**src/rtl/alu_pipe.sv**
```systemverilog
// alu_pipe: valid/ready ALU with single-cycle ops and an iterative shift-add multiplier.
// Results are registered and held until the consumer takes them.
module alu_pipe #(
    parameter int WIDTH = 8,
    parameter int OPW   = 4
) (
    input  logic             Clk,
    input  logic             ResetN,
    input  logic             InValid,
    output logic             InReady,
    input  logic [WIDTH-1:0] InputA,
    input  logic [WIDTH-1:0] InputB,
    input  logic [OPW-1:0]   OP,
    output logic             OutValid,
    input  logic             OutReady,
    output logic [WIDTH-1:0] Out,
    output logic             Over,
    output logic             Zero
);
    localparam int CW = $clog2(WIDTH);
    localparam logic [OPW-1:0] OP_SHL  = OPW'(1);
    localparam logic [OPW-1:0] OP_SHR  = OPW'(2);
    localparam logic [OPW-1:0] OP_AND  = OPW'(3);
    localparam logic [OPW-1:0] OP_OR   = OPW'(4);
    localparam logic [OPW-1:0] OP_XOR  = OPW'(5);
    localparam logic [OPW-1:0] OP_SLT  = OPW'(6);
    localparam logic [OPW-1:0] OP_MOV  = OPW'(7);
    localparam logic [OPW-1:0] OP_SUB  = OPW'(8);
    localparam logic [OPW-1:0] OP_ROTL = OPW'(9);
    localparam logic [OPW-1:0] OP_MUL  = OPW'(10);

    typedef enum logic [1:0] {IDLE, MULT, FULL} state_t;

    state_t             state_q;
    logic [WIDTH-1:0]   out_q, mplier_q;
    logic               over_q, zero_q;
    logic [2*WIDTH-1:0] acc_q, acc_d, mcand_q;
    logic [CW-1:0]      cnt_q, rot_amt;
    logic               accept, is_mul;
    logic [WIDTH:0]     res_d, shl, shr;

    assign InReady  = state_q == IDLE || (state_q == FULL && OutReady);
    assign OutValid = state_q == FULL;
    assign Out      = out_q;
    assign Over     = over_q;
    assign Zero     = zero_q;
    assign accept   = InValid && InReady;
    assign is_mul   = OP == OP_MUL;
    assign rot_amt  = InputB[CW-1:0];
    assign shl      = {1'b0, InputA} << InputB;
    assign shr      = {InputA, 1'b0} >> InputB;
    assign acc_d    = mplier_q[0] ? acc_q + mcand_q : acc_q;

    // res_d is {flag, result}; unlisted opcodes fall back to ADD
    always_comb begin
        res_d = {1'b0, InputA} + {1'b0, InputB};
        case (OP)
            OP_SHL:  res_d = shl;
            OP_SHR:  res_d = {shr[0], shr[WIDTH:1]};
            OP_AND:  res_d = {1'b0, InputA & InputB};
            OP_OR:   res_d = {1'b0, InputA | InputB};
            OP_XOR:  res_d = {1'b0, InputA ^ InputB};
            OP_SLT:  res_d = (WIDTH+1)'(InputA < InputB);
            OP_MOV:  res_d = {1'b0, InputB};
            OP_SUB:  res_d = {InputA < InputB, InputA - InputB};
            OP_ROTL: res_d = {1'b0, (InputA << rot_amt) | (InputA >> (WIDTH - int'(rot_amt)))};
            default: res_d = {1'b0, InputA} + {1'b0, InputB};
        endcase
    end

    always_ff @(posedge Clk) begin
        if (!ResetN) begin
            state_q  <= IDLE;
            out_q    <= '0;
            over_q   <= 1'b0;
            zero_q   <= 1'b0;
            acc_q    <= '0;
            mcand_q  <= '0;
            mplier_q <= '0;
            cnt_q    <= '0;
        end else begin
            case (state_q)
                MULT: begin
                    acc_q    <= acc_d;
                    mcand_q  <= mcand_q << 1;
                    mplier_q <= mplier_q >> 1;
                    cnt_q    <= cnt_q + CW'(1);
                    if (cnt_q == CW'(WIDTH - 1)) begin
                        state_q <= FULL;
                        out_q   <= acc_d[WIDTH-1:0];
                        over_q  <= |acc_d[2*WIDTH-1:WIDTH];
                        zero_q  <= acc_d[WIDTH-1:0] == '0;
                    end
                end
                default: begin
                    if (accept && is_mul) begin
                        state_q  <= MULT;
                        acc_q    <= '0;
                        mcand_q  <= {{WIDTH{1'b0}}, InputA};
                        mplier_q <= InputB;
                        cnt_q    <= '0;
                    end else if (accept) begin
                        state_q <= FULL;
                        out_q   <= res_d[WIDTH-1:0];
                        over_q  <= res_d[WIDTH];
                        zero_q  <= res_d[WIDTH-1:0] == '0;
                    end else if (state_q == FULL && OutReady) begin
                        state_q <= IDLE;
                    end
                end
            endcase
        end
    end
endmodule

```
**config.mk**
```make
export PLATFORM = sky130hd
export DESIGN_NAME = alu_pipe
export DESIGN_NICKNAME = d
export VERILOG_FILES = /design/src/rtl/alu_pipe.sv
export SDC_FILE = /design/constraint.sdc
export NUM_CORES = 1
export LEC_CHECK = 0
export ABC_AREA = 1
export BUFFER_PORTS_ARGS = -buffer_cell sky130_fd_sc_hd__buf_2
export CORE_MARGIN = 2
export CORE_UTILIZATION = 39
export DETAILED_ROUTE_END_ITERATION = 6
export HOLD_SLACK_MARGIN = 0.08
export MAX_ROUTING_LAYER = met4
export SLEW_MARGIN = 20
export SYNTH_ARGS = -nofsm -noshare
export SYNTH_HDL_FRONTEND = slang
export SYNTH_SLANG_ARGS = --single-unit
```
**constraint.sdc**
```tcl
create_clock -name Clk -period 2.82 [get_ports Clk]
set_input_delay 0 -clock Clk [delete_from_list [all_inputs] [get_ports Clk]]
set_output_delay 0 -clock Clk [all_outputs]
set_load 0.01 [all_outputs]
```
==> results of run 1 <==
worst max-delay path by stage:
stage / slack (ps) / to / cells after the start / from
2_1_floorplan: 830 / Out[6]$_SDFFE_PN0P_ / 11 / acc_q[0]$_SDFFE_PN0N_
4_1_cts: 560 / Over$_SDFFE_PN0P_ / 16 / acc_q[0]$_SDFFE_PN0N_
3_3_place_gp: 440 / Zero$_SDFFE_PN0P_ / 16 / InputB[0]
3_5_place_dp: 480 / Zero$_SDFFE_PN0P_ / 16 / InputB[0]
5_1_grt: 310 / Zero$_SDFFE_PN0P_ / 16 / InputB[4]
6_report: 520 / Zero$_SDFFE_PN0P_ / 15 / InputB[4]
per-stage QoR:
| step | power [mW] | cell area (um2) | hold slack [ps] |
|---|---|---|---|
| 2_1_floorplan | 1.25 | 5700 | 150 |
| 3_3_place_gp | 1.45 | 6020 | 337 |
| 3_5_place_dp | 1.45 | 6020 | 348 |
| 4_1_cts | 2.15 | 6220 | 91.6 |
| 5_1_grt | 2.26 | 6220 | 106 |
| 6_report | 2.17 | 6220 | 86.4 |
worst min-delay path, cell delays in order:
cell and delay [ps]:
buf_2 140, nand2_1 90, a31oi_1 90
cells in the final DEF, fill, tap and decap left out, types with 16 or more instances in the layout:
master     n
a21oi_1   69
a31oi_1   17
ha_1      43
dfxtp_1   55
o21ai_0   21
nand4_1   16
buf_2     35
inv_1     97
nand2_1  368
nor2_1    78
nand3_1  123
sequential cells by signal, indices dropped and copies added, names as in the netlist:
signal and count:
cnt_q 3, mcand_q 16, Out 8, Over 1, acc_q 16, mplier_q 8
Zero 1, state_q 2
per-layer routing:
| metal | vias to the layer above | wire [um] | global-route usage |
|---|---|---|---|
| met3 | 28 | 1400 | 0.0279 |
| li1 | 3276 | - | - |
| met4 | 0 | 252 | 0.0438 |
| met2 | 255 | 8550 | 0.384 |
| met5 | - | 0 | - |
| met1 | 2897 | 9000 | 0.350 |
logic make-up after synthesis:
group,after synthesis,share of synthesized area
buf+inv,141,0.101
simple gates,613,0.453
flops,55,0.193
mux,1,0.00176
fa+ha+maj,46,0.105
compound gates,131,0.129
xor+xnor,11,0.0169
final cells by class:
type                       count  area (um2)  area share
sequential                    55        1100       0.177
tap                          184         230      0.0370
inverter                     106         398      0.0640
timing repair buffer          50         295      0.0475
clock inverter                 2        37.5     0.00604
multi-input combinational    802        4030       0.648
clock buffer                   5         125      0.0201
power by group:
group	total [mW]	internal [mW]	switching [mW]	leakage, nW
sequential	0.813	0.800	0.0135	0.446
combinational	0.635	0.198	0.438	2.55
clock	0.717	0.415	0.302	0.0759
repair_timing:
item | 4_1_cts | 5_1_grt
setup buffers | 0 | 0
hold buffers | 3 | 0
endpoints found under the hold margin | 11 | 0
==> impl_metrics.toml, run 1 <==
[final_layout]
synthToLayoutAreaGrowth_pct = 9.02
num_antenna_cells = 0
final_cells = 1204
postLayoutCoreUtil = 0.431
fin_nets = 1090
nFillCells = 1616
drive_gt1_frac = 0.0853

[floorplanning]
std_cell_rows = 44
ios = 36
die_x_um = 125
start_util = 0.395
coreArea_mm2 = 0.0144
die_h_um = 125
dieArea_mm2 = 0.0156

[setup_path]
worst-path-buf-inv = 4
worstSetupPathType = "primary input to flip-flop"
startpoint_type = "primary input"
slowest_stage = "dlygate4sd3_1"
r2r_end = "Over$_SDFFE_PN0P_"
critPathMaxFanout = 9
critical_path.top_delay_family = "buffers and inverters"
ff2ff_path_depth = 16
rr_startpoint = "mcand_q[0]$_SDFFE_PP0P_"
r2r_setup_slack_ps = 560
cp_common_cell = "nand2_1"
endpoint_kind = "flip-flop"
cp_data_required_time_ps = 3050
crit_chain = "dlygate4sd3_1 -> buf_2 -> inv_1 -> ha_1 -> inv_1 -> o21bai_1 -> a21oi_1 -> nand2_1 -> xor2_1 -> nand2_1 -> nand2_1 -> nand2_1 -> nor2_1 -> nand3_1 -> a21oi_1"
critPathMaxStageDelay_ps = 520
cp.arrival_ps = 2530

[synthesis]
synth_edf_count = 0
ys_types = 40
synth_area_leaders = "nand2_1 24%, dfxtp_1 19%, nand3_1 11%"
synth_area_leader_cell = "nand2_1"
avgSynthCellArea_um2 = 5.71
synth_top_cells_by_count = "368 x nand2_1, 123 x nand3_1, 97 x inv_1, 80 x nor2_1, 69 x a21oi_1"
syn_inst = 998
synth_nets = 1068
synth.most_common_cell = "nand2_1"
synth_seq_area_share = 0.193
synth_async_sr_flop_share = 0
syn-cell-area_mm2 = 0.00570
synth_ff_type = "dfxtp_1"
synth_top_area_share = 0.242
synth_seq_cells = 55
yosysWarnings = 0

[detailed_routing]
wire_per_inst_um = 15.9
num_vias = 6456
vias_per_cell = 5.36
drt_iter0_drc = 585
drc = 0
detail_route.wirelength_mm = 19.2
antenna_left = 0
firstDrtPassIters = 5

[clock_network]
path_clk_slew_ps = 70
ctsRootBufferMaster = "clkbuf_16"
cts_buffers = 5
postCtsResizedCells = 0
clk_path_buf_depth = 2
cts.sinks = 55
cts_tree = "built"
htree_levels = 2
clk-insertion-delay-late_ps = 300

[global_routing]
grt_max_degree = 46
grt_overflow = 0
grt.total_usage = 0.246
grt_pass1_wl_mm = 30.4
antenna_found_initial = 0
first_global_vias = 5798

[place]
hpwl_mm = 14.6
pre_cts_slack_ps = 479
gp_congestion = 1.01
dp_cells = 1194
portBuffers = 35

[status]
status = "complete, no violations"

[min_path]
hold_path_class = "primary input to flip-flop"
hold_depth = 3
hold_start = "InputB[5]"
hold_path_end = "mplier_q[5]$_SDFFE_PN0N_"

[timing]
clock_skew_ps = 8.49
tns_ps = 0
worst_pin_slew_ps = 792
timing.fmax_ghz = 0.434
final.setup.worst_slack_ps = 517
finalMaxSlewViolations = 0
post-route-period-util = 0.817
setup_viol_count_final = 0
hold_viol_final = 0
rsz0062_at_grt = "false"
finalCriticalPeriod_ps = 2300
maxSlewHeadroom = 0.470

[pwr]
vdd_drop_max_mv = 0.201
p_leak_nw = 3.08
cellPowerDensity_mw_per_mm2 = 348

[run]
cap_violations = 0
No activity file was read; power rests on OpenSTA's default activity.
==> run 2: changes to the inputs <==
clock period = 2 ns   (was 2.82 ns; I/O delays follow)
==> impl_metrics.toml, run 2 (synthesis results as in run 1) <==
[floorplanning]
dieArea_mm2 = 0.0156
coreArea_mm2 = 0.0144
start_util = 0.395
std_cell_rows = 44
ios = 36
die_h_um = 125
die_x_um = 125

[clock_network]
ctsRootBufferMaster = "clkbuf_16"
cts_tree = "built"
htree_levels = 2
clk-insertion-delay-late_ps = 310
cts_buffers = 5
path_clk_slew_ps = 80
clk_path_buf_depth = 2
cts.sinks = 55

[final_layout]
num_antenna_cells = 0
layout_commonest_cell = "nand2_1"
final_cell_mix = "362 x nand2_1, 117 x nand3_1, 111 x buf_4, 97 x inv_1, 71 x nor2_1"
final_cells = 1304
fin_nets = 1189
reg_top3 = "acc_q: 16 flops, mcand_q: 16 flops"
drive_gt1_frac = 0.203
postLayoutCoreUtil = 0.499
synthToLayoutAreaGrowth_pct = 26.1

[status]
status = "complete, but fails checks"
violations = "negative setup slack"

[setup_path]
r2r_end = "Out[6]$_SDFFE_PN0P_"
cp.arrival_ps = 2270
endpoint_kind = "flip-flop"
crit_path_start = "mcand_q[0]$_SDFFE_PP0P_"
cp_num_cells = 11
r2r_setup_slack_ps = -40
slowest_stage = "fa_2"
crit_chain = "ha_4 -> fa_2 -> nand3_2 -> nand3_4 -> nand2_1 -> nand2_2 -> nand2_1 -> nand2_1 -> a2bb2oi_2 -> or2_2 -> a31oi_1"
worst-path-buf-inv = 0
critical_path.top_delay_family = "simple AND/OR/NAND/NOR gates"
critPathMaxFanout = 4
cp_data_required_time_ps = 2230
worstSetupPathType = "flip-flop to flip-flop"
startpoint_type = "flip-flop"
critPathMaxStageDelay_ps = 390
rr_startpoint = "mcand_q[0]$_SDFFE_PP0P_"
critPathCapture = "Out[6]$_SDFFE_PN0P_"
ff2ff_path_depth = 11
cp_common_cell = "nand2_1"

[timing]
worst_pin_slew_ps = 467
setup_viol_count_final = 3
final.setup.worst_slack_ps = -41.2
finalMaxSlewViolations = 0
finalCriticalPeriod_ps = 2040
maxSlewHeadroom = 0.688
timing.fmax_ghz = 0.490
clock_skew_ps = 10.7
hold_viol_final = 0
post-route-period-util = 1.02
tns_ps = -67.1
rsz0062_at_grt = "true"

[detailed_routing]
detail_route.wirelength_mm = 20.3
antenna_left = 0
vias_per_cell = 5.21
drc = 0
drt_iter0_drc = 507
num_vias = 6793
firstDrtPassIters = 6
wire_per_inst_um = 15.6

[min_path]
hold_path_class = "primary input to flip-flop"
hold_start = "InputB[7]"

[run]
cap_violations = 0

[global_routing]
grt_pass1_wl_mm = 32.2
grt_overflow = 0
grt_max_degree = 39
first_global_vias = 6189
antenna_found_initial = 0
grt.total_usage = 0.260

[pwr]
cellPowerDensity_mw_per_mm2 = 444
p_leak_nw = 3.59
vdd_drop_max_mv = 0.326

[place]
portBuffers = 35
hpwl_mm = 16.0
dp_cells = 1289
gp_congestion = 1.02
## run 2: changes by cell type in the layout (fill, tap and decap cells not counted), moves of 4 or more
cell,previous run,this run
nand3_1,123,117
ha_1,43,36
buf_4,12,111
o21ai_0,21,17
nor2_1,78,71
dfxtp_1,55,48
dfxtp_2,0,7
nand2_2,3,9
o21ai_1,2,6
nor2_2,5,10
nand2_1,368,362
ha_4,0,7
nand3_2,1,6
## run 2: area by class of cell
| type | count | area [um2] |
|---|---|---|
| inverter | 106 | 405 |
| fill | 1571 | 7230 |
| tap | 184 | 230 |
| clock inverter | 3 | 33.8 |
| multi-input combinational | 802 | 4230 |
| timing repair buffer | 149 | 1060 |
| clock buffer | 5 | 125 |
| sequential | 55 | 1110 |
## run 2: stage by stage
| stage | hold slack (ps) | total power, mW | worst slack [ps] | cell area, um2 |
|---|---|---|---|---|
| after floorplan | 150 | 1.76 | 5.66 | 5700 |
| after global placement | 332 | 2.19 | -142 | 6750 |
| after detailed placement | 339 | 2.19 | -163 | 6750 |
| after CTS | 92.4 | 3.15 | -20.8 | 6970 |
| after global routing | 126 | 3.35 | -190 | 7190 |
| final | 94.7 | 3.19 | -41.2 | 7190 |
## run 2: worst min-delay path by stage
stage / to / slack (ps) / cells past startpoint
after global placement: cnt_q[0]$_SDFFE_PN0N_ / 330 / 3
after CTS: mplier_q[7]$_SDFFE_PP0P_ / 90 / 3
after detailed placement: Out[4]$_SDFFE_PN0P_ / 340 / 3
final: mplier_q[7]$_SDFFE_PP0P_ / 90 / 3
after floorplan: InReady / 150 / 2
after global routing: mcand_q[0]$_SDFFE_PP0P_ / 130 / 4
## run 2: power by group
group / leakage (nW) / internal (mW) / switching [mW]
Combinational: 3.06 / 0.417 / 0.666
Sequential: 0.449 / 1.13 / 0.0184
Clock: 0.0776 / 0.486 / 0.477
## run 2: worst register-to-register path, delay by kind of cell, from the launching register on
kind,cells,cell delay [ps]
and+or+nand+nor,7,750
DFF,1,340
adders and majority gates,2,550
AOI/OAI and AO/OA,2,320
## run 2: layer usage
layer  wire length (um)  global-route usage  share of wire  up-vias
met3               1100              0.0202          0.054       32
met2               9450               0.416           0.46      216
met5                  0                   -              0        -
met1               9460               0.364           0.46     3070
met4                343              0.0490          0.017        0
li1                   -                   -              -     3475
## run 2: repair_timing
action / 4_1_cts / 5_1_grt
hold buffers: 1 / 0
pin swaps: 3 / 11
hold endpoints to repair: 9 / 0
gates resized for setup: 9 / 44
buffers inserted: 0 / 6
endpoints found under the setup margin: 8 / 19
==> run 3: changes to the inputs <==
BUFFER_PORTS_ARGS = default   (was -buffer_cell sky130_fd_sc_hd__buf_2)
DONT_BUFFER_PORTS = 1   (was default)
==> impl_metrics.toml, run 3 (synthesis results as in run 1) <==
[status]
status = "complete, but fails checks"
violations = "negative setup slack"

[clock_network]
clk-insertion-delay-late_ps = 310
clk_path_buf_depth = 2
path_clk_slew_ps = 80
ctsRootBufferMaster = "clkbuf_16"
htree_levels = 2
cts_buffers = 5
cts_tree = "built"
cts.sinks = 55

[final_layout]
final_cell_mix = "361 x nand2_1, 118 x nand3_1, 97 x inv_1, 76 x buf_4, 73 x nor2_1"
postLayoutCoreUtil = 0.488
nFillCells = 1524
fin_nets = 1142
drive_gt1_frac = 0.156
num_antenna_cells = 0
synthToLayoutAreaGrowth_pct = 23.5
layout_commonest_cell = "nand2_1"
reg_top3 = "acc_q: 16 flops, mcand_q: 16 flops"
final_cells = 1257

[floorplanning]
die_h_um = 125
start_util = 0.395
std_cell_rows = 44
die_x_um = 125
coreArea_mm2 = 0.0144
dieArea_mm2 = 0.0156
ios = 36

[timing]
final.setup.worst_slack_ps = -84.6
setup_viol_count_final = 26
timing.fmax_ghz = 0.480
maxSlewHeadroom = 0.462
finalCriticalPeriod_ps = 2080
clock_skew_ps = 10.2
post-route-period-util = 1.04
finalMaxSlewViolations = 0
hold_viol_final = 0
worst_pin_slew_ps = 807
rsz0062_at_grt = "true"

[setup_path]
endpoint_kind = "flip-flop"
worstSetupPathType = "flip-flop to flip-flop"
cp.arrival_ps = 2290
startpoint_type = "flip-flop"
cp_data_required_time_ps = 2210
critPathMaxFanout = 4

[place]
dp_cells = 1213
hpwl_mm = 14.9
gp_congestion = 0.994
portBuffers = 0

[global_routing]
grt_max_degree = 46
grt_pass1_wl_mm = 31.8
first_global_vias = 6135
antenna_found_initial = 0
grt.total_usage = 0.256
grt_overflow = 0

[pwr]
p_leak_nw = 3.40
cellPowerDensity_mw_per_mm2 = 431
vdd_drop_max_mv = 0.336
power_mw = 3.03

[run]
cap_violations = 0

[detailed_routing]
vias_per_cell = 5.31
drc = 0
firstDrtPassIters = 7
detail_route.wirelength_mm = 20.6
antenna_left = 0
num_vias = 6678
drt_iter0_drc = 591
wire_per_inst_um = 16.4

[min_path]
hold_path_class = "primary input to flip-flop"
==> run 3: cell types whose count changed in the layout (fill, tap and decap cells not counted), moves of 3 or more <==
cell,change
o21ai_0,-3
clkbuf_16,+3
buf_2,-34
buf_4,-35
ha_1,-3
ha_4,+3
dlygate4sd3_1,+18
==> run 3: layer usage <==
metal / vias up / global-route usage / wire length, um
li1: 3383 / - / -
met1: 3036 / 0.361 / 9640
met2: 219 / 0.389 / 9130
met3: 40 / 0.0318 / 1280
met4: 0 / 0.0673 / 578
met5: - / - / 0
==> run 3: metrics by stage <==
stage | cell area [um2] | hold slack, ps | setup WS, ps | TNS, ps
after CTS | 6630 | 102 | -15.2 | -15.2
after detailed placement | 6270 | 144 | -207 | -661
after global routing | 7040 | 232 | -237 | -6100
final | 7040 | 178 | -84.6 | -813
after floorplan | 5700 | 150 | 5.66 | 0
after global placement | 6270 | 141 | -165 | -442
==> run 3: critical path, stage by stage, from the launching register on <==
cell and delay, ps:
dfxtp_2 340, ha_4 160, fa_2 370, nand3_2 90, nand3_4 90, nand2_2 90, nand2_1 60, nand2_1 80
nand3_2 90, nand2_2 100, nand3_2 100, nor2_4 120, nand3_1 70, nand2_1 60, nand3_1 70, nand2_1 60
inv_1 40
==> run 3: worst paths after layout <==
| kind | to | slack [ps] | cells after the start | from |
|---|---|---|---|---|
| worst max-delay path | Over$_SDFFE_PN0P_ | -80 | 16 | mcand_q[0]$_SDFFE_PP0P_ |
| worst min-delay path | state_q[0]$_SDFFE_PN0P_ | 180 | 2 | ResetN |
| worst max register to register | Over$_SDFFE_PN0P_ | -80 | 16 | mcand_q[0]$_SDFFE_PP0P_ |
| worst min register to register | cnt_q[2]$_SDFFE_PN0N_ | 470 | 2 | cnt_q[2]$_SDFFE_PN0N_ |
==> run 3: timing repair <==
action	in CTS	in global routing
pin swaps	1	8
hold buffers	19	0
endpoints found under the hold margin	27	0
setup buffers	0	13
gates resized for setup	8	52
setup endpoints to repair	7	54
gates cloned	0	4
==> run 3: cell type report <==
type	instances	area [um2]	share of cell area
multi-input cells	802	4260	0.605
well taps	184	230	0.0327
clock inverters	3	28.8	0.00409
repair buffers	102	883	0.125
clock buffers	5	125	0.0178
inverters	106	403	0.0572
flip-flops and latches	55	1110	0.158
==> run 3: power breakdown <==
part,internal (mW),switching [mW],total [mW]
logic,0.350,0.566,0.916
clock network,0.480,0.472,0.952
registers,1.13,0.0359,1.16
